File: config.mk
export PLATFORM = sky130hd
export DESIGN_NAME = mc_pkt_gen
export DESIGN_NICKNAME = d
export VERILOG_FILES = /design/src/rtl/mc_pkt_gen.sv
export SDC_FILE = /design/constraint.sdc
export NUM_CORES = 1
export LEC_CHECK = 0
export CAP_MARGIN = 20
export CORE_UTILIZATION = 60
export CTS_BUF_LIST = sky130_fd_sc_hd__clkbuf_16
export CTS_CLUSTER_SIZE = 12
export DETAILED_ROUTE_END_ITERATION = 7
export PLACE_DENSITY_LB_ADDON = 0.05
export RECOVER_POWER = 100
export SETUP_SLACK_MARGIN = 0.15
export SYNTH_ARGS = -nofsm -noshare
export SYNTH_HDL_FRONTEND = slang
export SYNTH_SLANG_ARGS = --single-unit
File: constraint.sdc
create_clock -name clk -period 4.08 [get_ports clk]
set_clock_uncertainty 0.1 [all_clocks]
set_input_delay 0.816 -clock clk [delete_from_list [all_inputs] [get_ports clk]]
set_output_delay 0.816 -clock clk [all_outputs]
set_load 0.01 [all_outputs]
File: src/rtl/mc_pkt_gen.sv
// mc_pkt_gen: CH_N independent framed packet generators (header + payload
// words) with per-channel ready backpressure, a shared start pulse and a
// per-channel Galois LFSR for random payload length and destination.
module mc_pkt_gen #(
  parameter int          CH_N   = 4,
  parameter int          DW     = 32,
  parameter int          LEN_W  = 6,
  parameter int          PORT_W = 4,
  parameter logic [15:0] SEED   = 16'hACE1
) (
  input  logic                 clk,
  input  logic                 rst_n,
  input  logic                 i_start,
  input  logic [15:0]          i_pkt_num,
  input  logic                 i_len_mode,
  input  logic [LEN_W-1:0]     i_fix_len,
  input  logic [CH_N-1:0]      i_ready,
  output logic [CH_N-1:0]      o_sop,
  output logic [CH_N-1:0]      o_vld,
  output logic [CH_N-1:0]      o_eop,
  output logic [CH_N*DW-1:0]   o_data,
  output logic [CH_N-1:0]      o_done,
  output logic                 o_all_done
);

  typedef enum logic [1:0] {ST_IDLE, ST_HDR, ST_PLD, ST_DONE} state_e;

  // 16-bit Galois LFSR, right shift, feedback mask 0xB400.
  function automatic logic [15:0] lfsr_step(input logic [15:0] s);
    return (s >> 1) ^ (s[0] ? 16'hB400 : 16'h0000);
  endfunction

  // Payload length for the next packet; zero is promoted to one.
  function automatic logic [LEN_W-1:0] pick_len(input logic mode,
                                                input logic [LEN_W-1:0] fix,
                                                input logic [LEN_W-1:0] rnd);
    logic [LEN_W-1:0] l;
    l = mode ? rnd : fix;
    if (l == '0) l = LEN_W'(1);
    return l;
  endfunction

  // Header word: {channel id, seq, dest, length}, fields zero-extended.
  function automatic logic [31:0] hdr_word(input logic [7:0] id,
                                           input logic [7:0] seq,
                                           input logic [PORT_W-1:0] dest,
                                           input logic [LEN_W-1:0] len);
    logic [31:0] w;
    w              = '0;
    w[31:24]       = id;
    w[23:16]       = seq;
    w[8 +: PORT_W] = dest;
    w[0 +: LEN_W]  = len;
    return w;
  endfunction

  for (genvar c = 0; c < CH_N; c++) begin : g_ch
    localparam logic [7:0]  CH_ID   = 8'(c);
    localparam logic [15:0] CH_SEED = SEED ^ 16'(c);

    state_e              state_q, state_d;
    logic [15:0]         pkt_num_q, pkt_num_d;
    logic                len_mode_q, len_mode_d;
    logic [LEN_W-1:0]    fix_len_q, fix_len_d;
    logic [LEN_W-1:0]    len_q, len_d;
    logic [7:0]          seq_q, seq_d;
    logic [15:0]         sent_q, sent_d;
    logic [15:0]         idx_q, idx_d;
    logic [15:0]         lfsr_q, lfsr_d;
    logic                sop_q, sop_d;
    logic                vld_q, vld_d;
    logic                eop_q, eop_d;
    logic                done_q, done_d;
    logic [DW-1:0]       data_q, data_d;
    logic                xfer;
    logic [LEN_W-1:0]    next_len;
    logic [PORT_W-1:0]   next_dest;

    // Next-state and next-output logic; outputs are registered copies.
    always_comb begin
      // NOTE: every variable gets a default here so no path leaves one
      // unassigned; an unassigned path in always_comb infers a latch.
      state_d    = state_q;
      pkt_num_d  = pkt_num_q;
      len_mode_d = len_mode_q;
      fix_len_d  = fix_len_q;
      len_d      = len_q;
      seq_d      = seq_q;
      sent_d     = sent_q;
      idx_d      = idx_q;
      lfsr_d     = lfsr_q;
      sop_d      = sop_q;
      vld_d      = vld_q;
      eop_d      = eop_q;
      done_d     = done_q;
      data_d     = data_q;
      xfer       = vld_q & i_ready[c];
      next_dest  = lfsr_q[8 +: PORT_W];
      next_len   = pick_len(len_mode_q, fix_len_q, lfsr_q[LEN_W-1:0]);

      unique case (state_q)
        ST_IDLE, ST_DONE: begin
          if (i_start) begin
            pkt_num_d  = i_pkt_num;
            len_mode_d = i_len_mode;
            fix_len_d  = i_fix_len;
            seq_d      = '0;
            sent_d     = '0;
            done_d     = 1'b0;
            if (i_pkt_num == 16'd0) begin
              state_d = ST_DONE;
              done_d  = 1'b1;
            end else begin
              state_d = ST_HDR;
              len_d   = pick_len(i_len_mode, i_fix_len, lfsr_q[LEN_W-1:0]);
              vld_d   = 1'b1;
              sop_d   = 1'b1;
              eop_d   = 1'b0;
              data_d  = DW'(hdr_word(CH_ID, 8'h00, next_dest, len_d));
            end
          end
        end
        ST_HDR: begin
          if (xfer) begin
            lfsr_d  = lfsr_step(lfsr_q);
            idx_d   = 16'd1;
            state_d = ST_PLD;
            sop_d   = 1'b0;
            eop_d   = (len_q == LEN_W'(1));
            data_d  = DW'({CH_ID, seq_q, 16'd1});
          end
        end
        ST_PLD: begin
          if (xfer) begin
            if (eop_q) begin
              seq_d  = seq_q + 8'd1;
              sent_d = sent_q + 16'd1;
              eop_d  = 1'b0;
              if (sent_d == pkt_num_q) begin
                state_d = ST_DONE;
                vld_d   = 1'b0;
                sop_d   = 1'b0;
                done_d  = 1'b1;
                data_d  = '0;
              end else begin
                // Back-to-back header: LFSR already stepped at the last header.
                state_d = ST_HDR;
                len_d   = next_len;
                sop_d   = 1'b1;
                data_d  = DW'(hdr_word(CH_ID, seq_d, next_dest, next_len));
              end
            end else begin
              idx_d  = idx_q + 16'd1;
              eop_d  = (idx_d == 16'(len_q));
              data_d = DW'({CH_ID, seq_q, idx_d});
            end
          end
        end
        default: state_d = ST_IDLE;
      endcase
    end

    // State and output registers with synchronous active-low reset.
    always_ff @(posedge clk) begin
      // NOTE: sequential state uses non-blocking assignments so every flop
      // samples pre-edge values regardless of statement order.
      if (!rst_n) begin
        state_q    <= ST_IDLE;
        pkt_num_q  <= '0;
        len_mode_q <= 1'b0;
        fix_len_q  <= '0;
        len_q      <= '0;
        seq_q      <= '0;
        sent_q     <= '0;
        idx_q      <= '0;
        lfsr_q     <= CH_SEED;
        sop_q      <= 1'b0;
        vld_q      <= 1'b0;
        eop_q      <= 1'b0;
        done_q     <= 1'b0;
        data_q     <= '0;
      end else begin
        state_q    <= state_d;
        pkt_num_q  <= pkt_num_d;
        len_mode_q <= len_mode_d;
        fix_len_q  <= fix_len_d;
        len_q      <= len_d;
        seq_q      <= seq_d;
        sent_q     <= sent_d;
        idx_q      <= idx_d;
        lfsr_q     <= lfsr_d;
        sop_q      <= sop_d;
        vld_q      <= vld_d;
        eop_q      <= eop_d;
        done_q     <= done_d;
        data_q     <= data_d;
      end
    end

    assign o_sop[c]             = sop_q;
    assign o_vld[c]             = vld_q;
    assign o_eop[c]             = eop_q;
    assign o_done[c]            = done_q;
    assign o_data[c*DW +: DW]   = data_q;
  end

  assign o_all_done = &o_done;

endmodule

==> summary.md <==
| Metric | Value |
|---|---|
| Status | `complete, but fails checks` |
| Failing checks | `design-rule violations` |
| Die W | `202 µm` |
| Maximum clock rate | `269 MHz` |
| Crit-path max FO | `8` |
| Antenna violations before repair | `2` |
| DRT Pass-1 Iters | `8` |
| Share of synthesized registers carrying an async set or reset | `0` |
| CTS buffer count | `49` |
| Leak | `10.3 nW` |
| Yosys cell types | `88` |
| WL final | `71.9 mm` |
| Sink Count | `between 400 and 500` |
| Critical Path AT | `just over 4000 ps` |
| Synth top area share | `0.384` |
| Avg Vias per Cell | `6.21` |
| Largest area contributor in the netlist | `dfxtp_1` |
| Clock buffer depth | `3` |
| GP Congestion | `just under 1` |
| RR Startpoint | `g_ch[3].sent_q[0]` |
| Non-Filler Instances | `3,782` |
| H-tree depth | `2` |
| Share of cells above drive strength 1 | `0.0427` |
| Post CTS Setup Buffer Count | `0` |
| Vias | `23,500` |
| GRT Overall Usage | `0.342` |
| Post-synth EDFFs | `0` |
| Worst hold path class | `reg2reg` |
| Hold_sp | `g_ch[2].lfsr_q[15]` |
| Initial DRC count | `around 2,100` |
| Leading cell types in the layout, fill and taps excluded | `nand2_1 (545), dfxtp_1 (463), a21oi_1 (355)` |
| Detail Route Antenna Nets | `0` |
| Area growth, synth to finish | `12.3%` |
| Worst R2R End | `g_ch[3].data_q[19]` |
| Slew HR | `0.215` |
| Gate power share | `0.366` |
| Row cnt | `73` |
| Die height | `202 µm` |
| Buffers on Ports | `about 150` |
| Die ar. | `0.0410 mm²` |
| Syn Std Cell Area | `0.0241 mm²` |
| Placed insts | `3,692` |
| Warnings from Yosys | `0` |
| Fillers | `about 3,500` |
| Worst EP required | `4470 ps` |
| Fin nets | `3,272` |
| RSZ-0062 raised after global routing | `false` |
| Routed WL per cell | `19.0 µm` |
| CTS resizes | `0` |
| Largest net degree at the start of global routing | `about 110` |
| Tmin final | `3720 ps` |
| Crit start category | `flip-flop` |
| Latest clock arrival within the worst-skew pair | `about 600 ps` |
| Fin crit share | `0.911` |
| Io pins | `175` |
| P_sw | `6.29 mW` |
| Setup violators final | `0` |
| Leading cell type in the layout, fill and taps excluded | `nand2_1` |
| Synth top area cells | `dfxtp_1 (38%), nand2_1 (8.5%), a21oi_1 (7.4%)` |
| Sequential power share | `0.366` |
| Switching portion of total power | `0.399` |
| Hold Path End | `g_ch[2].lfsr_q[14]` |
| Top FF cell, synth | `dfxtp_1` |
| Worst-path clk slew | `approximately 60 ps` |
| Post-CTS Hold Fix Bufs | `0` |
| Power Dens Cells | `a little under 600 mW/mm²` |
| Vias in the first global route | `between 20,000 and 25,000` |
| R2R setup slack | `360 ps` |
| Root Buffer | `clkbuf_16` |
| Sequential area share after synthesis | `0.384` |
| Seq cells post-synth | `463` |
| Worst Setup End Kind | `flip-flop` |
| Clock power frac | `0.267` |
| Syn_area_per_cell | `7.57 µm²` |
| Setup_tns | `0 ps` |
| Core area | `approximately 0.040 mm²` |
| Max-slew violations | `0` |
| R2r worst-path depth | `9` |
| Max-Cap Viols | `0` |
| Residual DRC | `9` |
| Final Hold Viols | `0` |
| Mapped Cells | `3,185` |
| First-pass GRT wire length | `115 mm` |
| Hold path cells | `2` |
| Multi-input logic area | `0.0136 mm²` |
| Grt total ovfl | `0` |
| VDD IR max | `0.000404 V` |
| Seq. cell area | `0.00927 mm²` |
| CTS tree | `built` |
| Hpwl dp | `49.7 mm` |
| Worst slew pin tran | `1170 ps` |
| Starting Density | `0.608` |
| Critical setup path kind | `reg2reg` |
| Total internal power | `9.48 mW` |
-- power groups by stage --
stage,Sequential (mW),Combinational [mW],Clock [mW]
final,5.78,5.78,4.22
after global routing,5.83,6.35,4.44
after global placement,5.84,5.67,0
after CTS,5.76,5.86,4.27
after floorplan,5.67,4.10,0
after detailed placement,5.85,5.81,0
-- critical path: stages, from the launching register on --
cell and delay, ps:
dfxtp_1 440, ha_1 290, nand3_1 250, or4_1 630, xnor2_1 160, a211oi_1 330
nand4_1 270, o2111ai_1 620, o22ai_1 180, a211o_1 320
-- final cells by class --
cell class | count | area share
antenna | 3 | 0.000277
timing repair buffer | 214 | 0.0711
inverter | 41 | 0.00596
clock inverter | 36 | 0.00744
tap | 525 | 0.0243
multi-input combinational | 2449 | 0.501
sequential | 463 | 0.342
clock buffer | 51 | 0.0471
-- metrics by stage --
step                      area, µm²   util  total power, mW  hold WS (ps)  setup slack (ps)
after floorplan               24200      -             9.77           332              1180
after global placement        25700  0.648             11.5           339               406
after detailed placement      25700  0.648             11.7           347               360
after CTS                     27200  0.686             15.9           350               514
after global routing          27100  0.683             16.6           360               120
final                         27100  0.683             15.8           342               365
-- registers in the layout, summed over array words and instances, names as in the netlist, 8 cells and up --
register,count
g_ch.pkt_num_q,64
g_ch.sent_q,64
g_ch.fix_len_q,24
g_ch.lfsr_q,64
g_ch.data_q,99
g_ch.seq_q,32
g_ch.state_q,8
g_ch.len_q,24
g_ch.idx_q,64
-- Yosys cell counts, drive strengths merged (6+ instances only) --
| library cell | number |
|---|---|
| a211o | 6 |
| a211oi | 25 |
| a21boi | 7 |
| a21o | 28 |
| a21oi | 355 |
| a221oi | 6 |
| a22oi | 69 |
| a311oi | 15 |
| a31oi | 27 |
| and2 | 25 |
| and3 | 34 |
| and4 | 21 |
| buf | 82 |
| clkbuf | 177 |
| dfxtp | 463 |
| ha | 24 |
| inv | 40 |
| mux2 | 8 |
| mux2i | 37 |
| nand2 | 545 |
| nand2b | 23 |
| nand3 | 147 |
| nand3b | 14 |
| nand4 | 42 |
| nand4b | 6 |
| nor2 | 309 |
| nor2b | 27 |
| nor3 | 87 |
| nor3b | 7 |
| nor4 | 29 |
| o2111ai | 8 |
| o211ai | 24 |
| o21a | 10 |
| o21ai | 170 |
| o22ai | 11 |
| o31ai | 11 |
| o41ai | 6 |
| or3 | 17 |
| or4 | 7 |
| xnor2 | 113 |
| xor2 | 61 |
-- routing by layer --
layer	routed length [µm]	vias to the layer above	global-route usage
met5	0	-	0
met4	3190	0	0.165
met3	5250	198	0.0493
met2	32200	987	0.534
met1	31200	11100	0.462
li1	-	11200	-
-- worst max path at each step --
stage                 startpoint                 end  slack [ps]  cells after the start
2_1_floorplan  g_ch[3].sent_q[0]  g_ch[3].data_q[19]        1180                     10
3_3_place_gp       i_pkt_num[15]  g_ch[0].data_q[21]         410                      9
3_5_place_dp       i_pkt_num[13]  g_ch[0].data_q[21]         360                      9
4_1_cts        g_ch[2].sent_q[0]  g_ch[2].data_q[23]         510                      9
5_1_grt        g_ch[2].sent_q[0]    g_ch[2].len_q[4]         120                     11
6_report       g_ch[3].sent_q[0]  g_ch[3].data_q[19]         360                      9
-- logic make-up (layout without fill, tap and decap cells) --
logic type / count (synthesis) / after routing / share of synthesized area
AOI/OAI and AO/OA: 824 / 824 / 0.207
xor gates and xnor gates: 174 / 174 / 0.0632
adders and majority gates: 24 / 24 / 0.0125
buffers and inverters: 300 / 342 / 0.0555
DFF: 463 / 463 / 0.384
muxes: 45 / 45 / 0.0191
other: 1 / 31 / 0.000156
and+or+nand+nor: 1354 / 1354 / 0.259
No activity file was read; power rests on OpenSTA's default activity.
